[src/rtl/minisys_io_pkg.sv]
// Shared constants for the port-I/O window: register offsets, STATUS bit positions
// and the upper-address match used by the control decoder.
package minisys_io_pkg;

  localparam logic [21:0] IO_WINDOW_HI = 22'h3FFFFF;

  localparam logic [9:0] IO_TCTRL = 10'h020;
  localparam logic [9:0] IO_TLOAD = 10'h024;
  localparam logic [9:0] IO_LEDLO = 10'h060;
  localparam logic [9:0] IO_LEDHI = 10'h062;
  localparam logic [9:0] IO_SWLO  = 10'h070;
  localparam logic [9:0] IO_SWHI  = 10'h072;

  localparam int unsigned ST_DONE   = 0;
  localparam int unsigned ST_EN     = 1;
  localparam int unsigned ST_RELOAD = 2;

  function automatic logic io_mapped(input logic [9:0] addr);
    case (addr)
      IO_TCTRL, IO_TLOAD, IO_LEDLO, IO_LEDHI, IO_SWLO, IO_SWHI: return 1'b1;
      default: return 1'b0;
    endcase
  endfunction

endpackage

[src/rtl/minisys_io_timer.sv]
// Prescaled 16-bit down-timer with one-shot/reload modes and a sticky DONE flag.
module minisys_io_timer
  import minisys_io_pkg::*;
#(
  parameter int unsigned DATA_W   = 16,
  parameter int unsigned PRESCALE = 1000
) (
  input  logic              clock,
  input  logic              reset,
  input  logic              ctrl_we,
  input  logic              load_we,
  input  logic [DATA_W-1:0] wdata,
  input  logic              status_rd,
  output logic [DATA_W-1:0] count,
  output logic [DATA_W-1:0] status
);

  localparam int unsigned PS_W = (PRESCALE > 1) ? $clog2(PRESCALE) : 1;
  localparam logic [PS_W-1:0] PS_MAX = PS_W'(PRESCALE - 1);

  logic [PS_W-1:0]   presc;
  logic [DATA_W-1:0] load;
  logic              en;
  logic              reload;
  logic              done;
  logic              tick;
  logic              expire;

  always_comb begin
    tick   = en && (presc == PS_MAX) && (count != '0);
    expire = tick && (count == DATA_W'(1));
    status = '0;
    status[ST_DONE]   = done;
    status[ST_EN]     = en;
    status[ST_RELOAD] = reload;
  end

  // Register writes are applied last so they override tick effects on the same edge;
  // DONE is not touched by writes, so an expiry still sets it.
  always_ff @(posedge clock) begin
    if (reset) begin
      presc  <= '0;
      load   <= '0;
      count  <= '0;
      en     <= 1'b0;
      reload <= 1'b0;
      done   <= 1'b0;
    end else begin
      if (en) presc <= (presc == PS_MAX) ? '0 : presc + 1'b1;
      if (tick) count <= expire ? (reload ? load : '0) : count - 1'b1;
      if (expire && !reload) en <= 1'b0;
      if (expire) done <= 1'b1;
      else if (status_rd) done <= 1'b0;
      if (ctrl_we) begin
        en     <= wdata[0];
        reload <= wdata[1];
        presc  <= '0;
      end
      if (load_we) begin
        load  <= wdata;
        count <= wdata;
        presc <= '0;
      end
    end
  end

endmodule

[src/rtl/minisys_io_responder.sv]
// Peripheral side of the CPU port-I/O path: address decode, LED registers,
// switch synchroniser, timer and the zero-latency read mux.
module minisys_io_responder
  import minisys_io_pkg::*;
#(
  parameter int unsigned DATA_W      = 16,
  parameter int unsigned PRESCALE    = 1000,
  parameter int unsigned SYNC_STAGES = 2
) (
  input  logic              clock,
  input  logic              reset,
  input  logic              IORead,
  input  logic              IOWrite,
  input  logic [9:0]        io_addr,
  input  logic [DATA_W-1:0] io_wdata,
  output logic [DATA_W-1:0] io_rdata,
  output logic              io_err,
  input  logic [23:0]       switch_in,
  output logic [23:0]       led_out,
  output logic              timer_irq
);

  logic [15:0]       ledlo;
  logic [7:0]        ledhi;
  logic [23:0]       sync_q [SYNC_STAGES];
  logic [23:0]       sw_sync;
  logic              wr;
  logic              rd;
  logic [DATA_W-1:0] t_count;
  logic [DATA_W-1:0] t_status;

  // A simultaneous read+write is handled purely as a write.
  always_comb begin
    wr      = IOWrite;
    rd      = IORead && !IOWrite;
    sw_sync = sync_q[SYNC_STAGES-1];
    led_out = {ledhi, ledlo};
    timer_irq = t_status[ST_DONE];
  end

  minisys_io_timer #(
    .DATA_W  (DATA_W),
    .PRESCALE(PRESCALE)
  ) u_timer (
    .clock    (clock),
    .reset    (reset),
    .ctrl_we  (wr && (io_addr == IO_TCTRL)),
    .load_we  (wr && (io_addr == IO_TLOAD)),
    .wdata    (io_wdata),
    .status_rd(rd && (io_addr == IO_TCTRL)),
    .count    (t_count),
    .status   (t_status)
  );

  always_ff @(posedge clock) begin
    if (reset) begin
      ledlo  <= '0;
      ledhi  <= '0;
      io_err <= 1'b0;
    end else begin
      if (wr && (io_addr == IO_LEDLO)) ledlo <= io_wdata[15:0];
      if (wr && (io_addr == IO_LEDHI)) ledhi <= io_wdata[7:0];
      io_err <= (IORead || IOWrite) && !io_mapped(io_addr);
    end
  end

  always_ff @(posedge clock) begin
    if (reset) begin
      for (int unsigned i = 0; i < SYNC_STAGES; i++) sync_q[i] <= '0;
    end else begin
      sync_q[0] <= switch_in;
      for (int unsigned i = 1; i < SYNC_STAGES; i++) sync_q[i] <= sync_q[i-1];
    end
  end

  always_comb begin
    io_rdata = '0;
    if (rd) begin
      case (io_addr)
        IO_LEDLO: io_rdata = DATA_W'(ledlo);
        IO_LEDHI: io_rdata = DATA_W'(ledhi);
        IO_SWLO:  io_rdata = DATA_W'(sw_sync[15:0]);
        IO_SWHI:  io_rdata = DATA_W'(sw_sync[23:16]);
        IO_TCTRL: io_rdata = t_status;
        IO_TLOAD: io_rdata = t_count;
        default:  io_rdata = '0;
      endcase
    end
  end

endmodule

[config.mk]
export PLATFORM = sky130hd
export DESIGN_NAME = minisys_io_responder
export DESIGN_NICKNAME = d
export VERILOG_FILES = /design/src/rtl/minisys_io_pkg.sv /design/src/rtl/minisys_io_timer.sv /design/src/rtl/minisys_io_responder.sv
export SDC_FILE = /design/constraint.sdc
export NUM_CORES = 1
export LEC_CHECK = 0
export ABC_AREA = 1
export CORE_MARGIN = 4
export CORE_UTILIZATION = 54
export CTS_BUF_LIST = sky130_fd_sc_hd__clkbuf_4
export CTS_CLUSTER_DIAMETER = 60
export DETAILED_ROUTE_END_ITERATION = 12
export PLACE_DENSITY = 0.81
export SKIP_LAST_GASP = 1
export SLEW_MARGIN = 30
export SYNTH_ARGS = -nofsm -noshare
export SYNTH_HDL_FRONTEND = slang
export SYNTH_SLANG_ARGS = --single-unit
[constraint.sdc]
create_clock -name clock -period 2.9 [get_ports clock]
set_clock_uncertainty 0.15 [all_clocks]
set_input_delay 0.725 -clock clock [delete_from_list [all_inputs] [get_ports clock]]
set_output_delay 0.725 -clock clock [all_outputs]
set_load 0.1 [all_outputs]
==> results of run 1 <==
-- cell usage after synthesis (2+ instances only) --
master / n / area, um2
buf_2: 10 / 50.1
nand3_1: 70 / 350
nand2_1: 155 / 582
nor2_1: 106 / 398
a21oi_2: 9 / 78.8
clkbuf_1: 18 / 67.6
xor2_1: 8 / 70.1
a21oi_1: 71 / 355
o21ai_0: 47 / 235
buf_4: 3 / 22.5
xnor2_1: 6 / 52.6
o21ai_1: 7 / 35.0
nor2_2: 7 / 43.8
nor3_1: 4 / 20.0
nand3_2: 2 / 20.0
o22ai_1: 3 / 18.8
nand2_2: 2 / 12.5
nand4_1: 6 / 37.5
nor2_4: 4 / 45.0
dfxtp_1: 118 / 2360
inv_1: 125 / 469
ha_1: 4 / 50.1
-- kinds of logic (layout without fill, tap and decap cells) --
family | Yosys count | after routing
xor gates and xnor gates | 14 | 14
and+or+nand+nor | 362 | 362
adders and majority gates | 4 | 4
buffers and inverters | 160 | 293
AOI/OAI and AO/OA | 137 | 137
DFF | 118 | 118
-- layer usage --
layer | GRT usage | routed length, um | up-vias
met5 | 0 | 0 | -
met4 | 0.137 | 556 | 0
met2 | 0.502 | 8530 | 255
li1 | - | - | 2743
met3 | 0.0728 | 1170 | 51
met1 | 0.353 | 6720 | 2609
-- worst reg2reg max path: stages, from the launching register on --
cell and delay, ns:
dfxtp_1 0.41, nor2_1 0.23, nand2_1 0.13, nor2_2 0.16
nand3_1 0.20, inv_1 0.44, nand2_1 0.13, nand3_1 0.13
a21oi_2 0.05
-- sequential cells by signal (all words and copies together), names as in the netlist --
register        count
u_timer.load       16
io_err              1
u_timer.done        1
u_timer.reload      1
ledhi               8
sync_q             48
u_timer.en          1
ledlo              16
u_timer.count      16
u_timer.presc      10
-- power by group --
group / switching (mW) / internal, mW
combinational: 0.118 / 0.104
sequential: 0.00911 / 1.65
clock: 0.665 / 0.777
-- final cells by class --
class                           count  area (um2)
Sequential cell                   118        2360
Clock inverter                     14         224
Multi-Input combinational cell    517        2890
Tap cell                          133         166
Fill cell                         719        2110
Timing Repair Buffer              134        1450
Timing Repair inverter              1        7.51
Inverter                          127         485
Clock buffer                       17         128
-- timing repair --
action,in CTS,in global routing
setup endpoints to repair,16,16
cloned,5,0
pin swaps,30,11
resized for setup,125,11
setup buffers,6,3
-- how the worst max path moves through the flow --
stage	from	end	slack, ns	cells past startpoint
finish	io_addr[9]	io_rdata[2]	-0.21	11
global route	io_addr[9]	io_rdata[2]	-0.29	11
CTS	io_addr[0]	io_rdata[2]	-0.13	9
detailed placement	io_addr[7]	io_rdata[6]	-0.46	9
global placement	io_addr[9]	io_rdata[0]	-0.47	9
floorplan	io_addr[1]	io_rdata[5]	-0.17	7
==> impl_metrics.tcl, run 1 <==
set metrics [dict create \
    portBuffers 95 \
    crit_fanout 5 \
    crit_top_cell "buf_6" \
    final.setup.worst_slack_ns -0.212 \
    synth_nets 853 \
    grt_pass1_wl_um 27100 \
    vias 5658 \
    ys_types 32 \
    nNetsFinal 974 \
    path_cells "buf_6 > nor2_4 > buf_6 > nand2_4 > nor2_4 > buf_6 > nand3_4 > o22ai_4 > inv_2 > a21oi_4 > buf_12" \
    final_util 0.785 \
    syn_area_mm2 0.00548 \
    firstDrtPassIters 6 \
    crit_type "primary input to output pin" \
    synth.area.mux_share 0 \
    yosysWarnings 0 \
    synthCells 795 \
    status "complete, but fails checks" \
    violations "setup timing" \
    crit_path_end_kind "output pin" \
    maxCapViolCount 0 \
    worstHoldStart "sync_q[0][5]" \
    r2r-start "u_timer.count[11]" \
    diodes 0 \
    grt-ovfl-total 0 \
    whs_endpoint "sync_q[0][29]" \
    rows 36 \
    start_kind "primary input" \
    layout_commonest_cell "nand2_1" \
    yosysSeqAreaShare 0.431 \
    cts_buffers 17 \
    power.density_mw_per_mm2 431 \
    fin_area_mm2 0.00771 \
    reg2reg_to "u_timer.count[7]" \
    tns_ns -2.65 \
    dpl_cell_area_mm2 0.00694 \
    p_leak_nw 3.24 \
    start_util 0.558 \
    grt_pass1_vias 5546 \
    cp_data_arrival_time_ns 2.24 \
    synthXorXnorAreaFrac 0.0224 \
    tightest_slew_ns 0.857 \
    cp_num_buf_inv 5 \
    ioPinCount 96 \
    min_delay_path_depth 2 \
    preCtsSetupSlack_ns -0.463 \
    drt_iter0_drc 356 \
    synth-edff-count 0 \
    clock_sinks 118 \
    clk_latency_ns 0.53 \
    layout-drive-gt1-share 0.241 \
    r2r_slack_ns 0.75 \
    dp.cells 1016 \
    cp.required_ns 2.03 \
    path_delay_family "buffers and inverters" \
    drt_wl_total_um 17000 \
    antenna_found_initial 0 \
    finalMaxSlewViolations 0 \
    setup_viol 16 \
    yosys.area_share.simple 0.287 \
    fp.coreArea_mm2 0.00982 \
    period_needed_ns 3.11 \
    tritoncts "yes" \
    final_antenna_net_count 0 \
    instances_no_fill 1061 \
    timing.hold.ws_ns 0.249 \
    synth-compound-area-share 0.132 \
    cp_slowest_cell "o22ai_4" \
    hold_path.class "flip-flop to flip-flop" \
    htreeDepth 4 \
    hold_buffers 0 \
    ff2ff_path_depth 8 \
    finalHoldViolCount 0 \
    hpwl_um 11100 \
    synth_top_family_by_area "simple AND/OR/NAND/NOR gates" \
    post_drt_wl_per_cell_um 16.0 \
    max_freq_mhz 321 \
    die-area_mm2 0.0118 \
    synth_fa_ha_area_frac 0.00914 \
    die_w_um 109 \
    cts_max_path_buffers 2 \
    drt_drc_violations_left 0 \
    synthFlopType "dfxtp_1" \
    slowest_delay_ns 0.22 \
    finalWeightedCongestion 0.896 \
    synth_seq_cells 118 \
    root_buffer "clkbuf_4" \
    syn2layout_area_growth_pct 40.8 \
    grt_start_max_net_pins 82 \
    via_per_inst 5.33 \
    grt_setup_unrepaired "true" \
    clk_pin_slew_ns 0.11 \
    final_cell_mix "nand2_1 (145), inv_1 (118), dfxtp_1 (118)" \
    grt.total_usage 0.296 \
    synthArstFlopShare 0 \
    syn_area_per_cell_um2 6.89 \
    max_slew_margin 0.428 \
    power_mw 3.32 \
    irDropWorstVdd_uv 462 \
    period_share 1.07 \
    die_y_um 109 \
]
No activity file was read; power rests on OpenSTA's default activity.
==> run 2, diff against run 1 <==
--- a/config.mk
+++ b/config.mk
@@ -12,6 +12,8 @@
 export CTS_CLUSTER_DIAMETER = 60
 export DETAILED_ROUTE_END_ITERATION = 12
 export PLACE_DENSITY = 0.81
+export REMOVE_ABC_BUFFERS = 1
+export SKIP_CTS_REPAIR_TIMING = 1
 export SKIP_LAST_GASP = 1
 export SLEW_MARGIN = 30
 export SYNTH_ARGS = -nofsm -noshare
==> constraint.sdc (replaced) <==
create_clock -name clock -period 3.9 [get_ports clock]
set_clock_uncertainty 0.15 [all_clocks]
set_input_delay 0.975 -clock clock [delete_from_list [all_inputs] [get_ports clock]]
set_output_delay 0.975 -clock clock [all_outputs]
set_load 0.1 [all_outputs]
==> impl_metrics.tcl, run 2 (same netlist as run 1, synthesis figures left out) <==
set metrics [dict create \
    status "finished clean" \
    grt_start_max_net_pins 82 \
    antenna_found_initial 0 \
    clk_pin_slew_ns 0.12 \
    syn2layout_area_growth_pct 34.4 \
    cp.required_ns 2.77 \
    grt-ovfl-total 0 \
    tns_ns 0 \
    regArea_mm2 0.00236 \
    drt_iter0_drc 510 \
    period_share 0.997 \
    max_slew_margin 0.341 \
    worstHoldStart "sync_q[0][14]" \
    finalHoldViolCount 0 \
    min_delay_path_depth 2 \
    grt_pass1_wl_um 23900 \
    whs_endpoint "sync_q[0][38]" \
    period_needed_ns 3.89 \
    root_buffer "clkbuf_4" \
    hpwl_um 10500 \
    crit_fanout 6 \
    rows 36 \
    irDropWorstVdd_uv 313 \
    final_antenna_net_count 0 \
    htreeDepth 4 \
    die_y_um 109 \
    cts_buffers 17 \
    crit_type "primary input to output pin" \
    tritoncts "yes" \
    post_drt_wl_per_cell_um 15.1 \
    grt_pass1_vias 5218 \
    firstDrtPassIters 7 \
    finalMaxSlewViolations 0 \
    fillers 755 \
    power.density_mw_per_mm2 304 \
    clock_sinks 118 \
    r2r_slack_ns 1.79 \
    portBuffers 95 \
    die_w_um 109 \
    clk_latency_ns 0.51 \
    layout_commonest_cell "nand2_1" \
    cp_data_arrival_time_ns 2.76 \
    final_cell_mix "nand2_1 (150), inv_1 (123), dfxtp_1 (118)" \
    reg2reg_to "u_timer.count[6]" \
    setup_viol 0 \
    drt_wl_total_um 15900 \
    final.setup.worst_slack_ns 0.0131 \
    die-area_mm2 0.0118 \
    power_mw 2.24 \
    tightest_slew_ns 0.986 \
    preCtsSetupSlack_ns -0.165 \
    grt.total_usage 0.255 \
    fp.coreArea_mm2 0.00982 \
    max_freq_mhz 257 \
    cts_max_path_buffers 2 \
    r2r-start "u_timer.presc[0]" \
    ioPinCount 96 \
    p_leak_nw 3.09 \
    ff2ff_path_depth 9 \
    maxCapViolCount 0 \
    vias 5601 \
    start_kind "primary input" \
    top_register "sync_q" \
    crit_path_end_kind "output pin" \
    largest_register_ffs 48 \
    nNetsFinal 963 \
    diodes 0 \
    layout-drive-gt1-share 0.151 \
    finalWeightedCongestion 0.903 \
    final_util 0.750 \
    drt_drc_violations_left 0 \
    start_util 0.558 \
    hold_path.class "flip-flop to flip-flop" \
    via_per_inst 5.33 \
    multi_input_area_mm2 0.00264 \
]
## run 2: layout make-up
cell class / count / share of cell area
multi-input combinational: 517 / 0.359
sequential: 118 / 0.321
timing repair buffer: 124 / 0.196
inverter: 127 / 0.0649
tap: 133 / 0.0226
clock inverter: 15 / 0.0192
clock buffer: 17 / 0.0173
## run 2: worst max path at each step
stage | startpoint | end | slack [ns]
final | io_addr[5] | io_rdata[12] | 0.01
after global routing | io_addr[5] | io_rdata[5] | -0.05
after CTS | io_addr[9] | io_rdata[7] | -0.16
after detailed placement | io_addr[9] | io_rdata[7] | -0.16
after global placement | io_addr[9] | io_rdata[7] | -0.06
after floorplan | io_addr[9] | io_rdata[2] | -0.92
## run 2: metal layers
layer  wire length, um  track usage  up-vias
li1                  -            -     2707
met1              6090        0.302     2558
met2              7910        0.445      274
met3              1210       0.0539       62
met4               658        0.107        0
met5                 0            0        -
## run 2: power breakdown
part | leakage, nW | total [mW] | switching, mW | internal (mW)
Clock | 0.148 | 0.851 | 0.519 | 0.332
Combinational | 1.98 | 0.152 | 0.0796 | 0.0723
Sequential | 0.961 | 1.24 | 0.00698 | 1.23
## run 2: critical path, stage by stage
cell and delay (ns):
clkdlybuf4s50_1 0.49, nand2_1 0.11, nor2_1 0.12, nand2_1 0.11, o21ai_4 0.20, nand3_4 0.15
clkbuf_16 0.21, nor2_1 0.19, buf_12 0.20
## run 2: stage by stage
step | hold WS, ns | std cells | cell area [um2]
floorplan | 0.238 | 762 | 5310
global placement | 0.242 | 1015 | 6790
detailed placement | 0.242 | 1015 | 6790
CTS | 0.260 | 1047 | 7050
global route | 0.271 | 1051 | 7360
finish | 0.260 | 1051 | 7360
==> run 3, diff against run 2 <==
--- a/config.mk
+++ b/config.mk
@@ -7,15 +7,16 @@
 export LEC_CHECK = 0
 export ABC_AREA = 1
 export CORE_MARGIN = 4
-export CORE_UTILIZATION = 54
+export CORE_UTILIZATION = 45
 export CTS_BUF_LIST = sky130_fd_sc_hd__clkbuf_4
 export CTS_CLUSTER_DIAMETER = 60
 export DETAILED_ROUTE_END_ITERATION = 12
-export PLACE_DENSITY = 0.81
+export PLACE_DENSITY = 0.69
 export REMOVE_ABC_BUFFERS = 1
 export SKIP_CTS_REPAIR_TIMING = 1
 export SKIP_LAST_GASP = 1
 export SLEW_MARGIN = 30
 export SYNTH_ARGS = -nofsm -noshare
 export SYNTH_HDL_FRONTEND = slang
+export SYNTH_HIERARCHICAL = 1
 export SYNTH_SLANG_ARGS = --single-unit
==> impl_metrics.tcl, run 3 <==
set metrics [dict create \
    clk_pin_slew_ns 0.12 \
    final_cell_mix "nand2_1 (188), nor2_1 (129), inv_1 (125)" \
    root_buffer "clkbuf_4" \
    drt_drc_violations_left 0 \
    ys_types 36 \
    start_util 0.467 \
    grt_setup_unrepaired "false" \
    finalMaxSlewViolations 0 \
    grt-ovfl-total 0 \
    grt_pass1_vias 4992 \
    start_kind "primary input" \
    portBuffers 95 \
    cts_max_path_buffers 2 \
    crit_fanout 6 \
    synthFlopType "dfxtp_1" \
    htreeDepth 4 \
    antenna_found_initial 1 \
    syn2layout_area_growth_pct 28.9 \
    grt_start_max_net_pins 67 \
    path_delay_family "buffers and inverters" \
    cp_slowest_cell "nor2_4" \
    cts_buffers 17 \
    reg2reg_to "u_timer/count[14]" \
    tns_ns 0 \
    final.setup.worst_slack_ns 0.271 \
    finalWeightedCongestion 0.861 \
    synthArstFlopShare 0 \
    synth_most_common_cell "nand2_1" \
    preCtsSetupSlack_ns -0.0220 \
    cp_num_buf_inv 4 \
    clock_sinks 118 \
    syn_area_per_cell_um2 6.84 \
    fin_area_mm2 0.00775 \
    crit_path_end_kind "output pin" \
    post_drt_wl_per_cell_um 13.0 \
    max_freq_mhz 276 \
    vias 5600 \
    die_w_um 124 \
    status "finished clean" \
    tightest_slew_ns 0.987 \
    timing.hold.ws_ns 0.260 \
    regArea_mm2 0.00236 \
    critPathCapture "io_rdata[3]" \
    maxCapViolCount 0 \
    power.density_mw_per_mm2 304 \
    layout-drive-gt1-share 0.152 \
    grt_pass1_wl_um 24300 \
    yosysWarnings 6 \
    fillers 1232 \
    cp.required_ns 2.77 \
    layout_commonest_cell "nand2_1" \
    synth.area.top_cells "dfxtp_1 (39%), nand2_1 (12%), nor2_1 (8.7%)" \
    crit_type "primary input to output pin" \
    synthCells 879 \
    p_leak_nw 3.55 \
    multi_input_area_mm2 0.00297 \
    cp_data_arrival_time_ns 2.50 \
    syn_area_mm2 0.00602 \
    power_mw 2.36 \
    fp.coreArea_mm2 0.0129 \
    finalHoldViolCount 0 \
    path_cells "dlymetal6s2s_1 > nor2_4 > buf_4 > nand3_4 > nor2_4 > buf_12 > nand2_1 > nand2_1 > nor2_1 > a21oi_1 > buf_12" \
    ioPinCount 96 \
    synth.top_cell.area_share 0.393 \
    via_per_inst 4.75 \
    cp-startpoint "io_addr[8]" \
    drt_iter0_drc 351 \
    ff2ff_path_depth 11 \
    r2r_slack_ns 1.65 \
    yosysSeqAreaShare 0.393 \
    r2r-start "u_timer/count[0]" \
    period_share 0.931 \
    instances_no_fill 1180 \
    rows 41 \
    tritoncts "yes" \
    die-area_mm2 0.0153 \
    cp_num_cells 11 \
    yosys-top-cells-count "nand2_1 (190), nor2_1 (139), inv_1 (125), dfxtp_1 (118), a21oi_1 (81)" \
    clk_latency_ns 0.54 \
    die_y_um 124 \
    firstDrtPassIters 5 \
    hold_path.class "flip-flop to flip-flop" \
    dpl_cell_area_mm2 0.00727 \
    synth-edff-count 0 \
    hpwl_um 11200 \
    drt_wl_total_um 15400 \
    slowest_delay_ns 0.25 \
    synth_seq_cells 118 \
    final_util 0.602 \
    dp.cells 1142 \
    grt.total_usage 0.205 \
    irDropWorstVdd_uv 218 \
    synth_largest_area_cell "dfxtp_1" \
    top_register "sync_q" \
    final_antenna_net_count 0 \
    setup_viol 0 \
    largest_register_ffs 48 \
    nNetsFinal 1052 \
    period_needed_ns 3.63 \
    max_slew_margin 0.340 \
]
-- run 3: cells by family (layout without fill, tap and decap cells) --
logic type,after synthesis,after routing,synth area share
flops,118,118,0.393
compound gates,128,128,0.117
fa+ha+maj,4,4,0.00832
other cells,1,14,0.000623
simple gates,441,441,0.329
xor+xnor,11,11,0.0160
buf+inv,176,292,0.137
-- run 3: power breakdown --
group	switching [mW]	internal (mW)
sequential	0.00634	1.23
combinational	0.0836	0.0770
clock	0.552	0.408
total	0.641	1.71
-- run 3: tightest hold or removal path, cell delays in order, from the launching register on --
cell	delay (ns)
dfxtp_1	0.32
inv_1	0.04
nor2_1	0.03
-- run 3: metal layers --
metal | wire (um) | track usage
met5 | 0 | 0
met4 | 218 | 0.0664
met3 | 981 | 0.0654
met2 | 7190 | 0.324
met1 | 7000 | 0.266
-- run 3: area by class of cell --
class	instances	area share
Multi-Input combinational cell	597	0.383
Sequential cell	118	0.305
Timing Repair Buffer	127	0.179
Inverter	133	0.0653
Tap cell	172	0.0278
Clock inverter	15	0.0236
Clock buffer	17	0.0165
Antenna cell	1	0.000323
-- run 3: how the worst min path moves through the flow --
stage	from	end	slack (ns)	depth (start not counted)
after floorplan	sync_q[0][0]	sync_q[0][24]	0.24	2
after global placement	sync_q[0][0]	sync_q[0][24]	0.24	2
after detailed placement	sync_q[0][0]	sync_q[0][24]	0.24	2
after CTS	sync_q[0][0]	sync_q[0][24]	0.26	2
after global routing	sync_q[0][10]	sync_q[0][34]	0.27	2
final	sync_q[0][0]	sync_q[0][24]	0.26	2
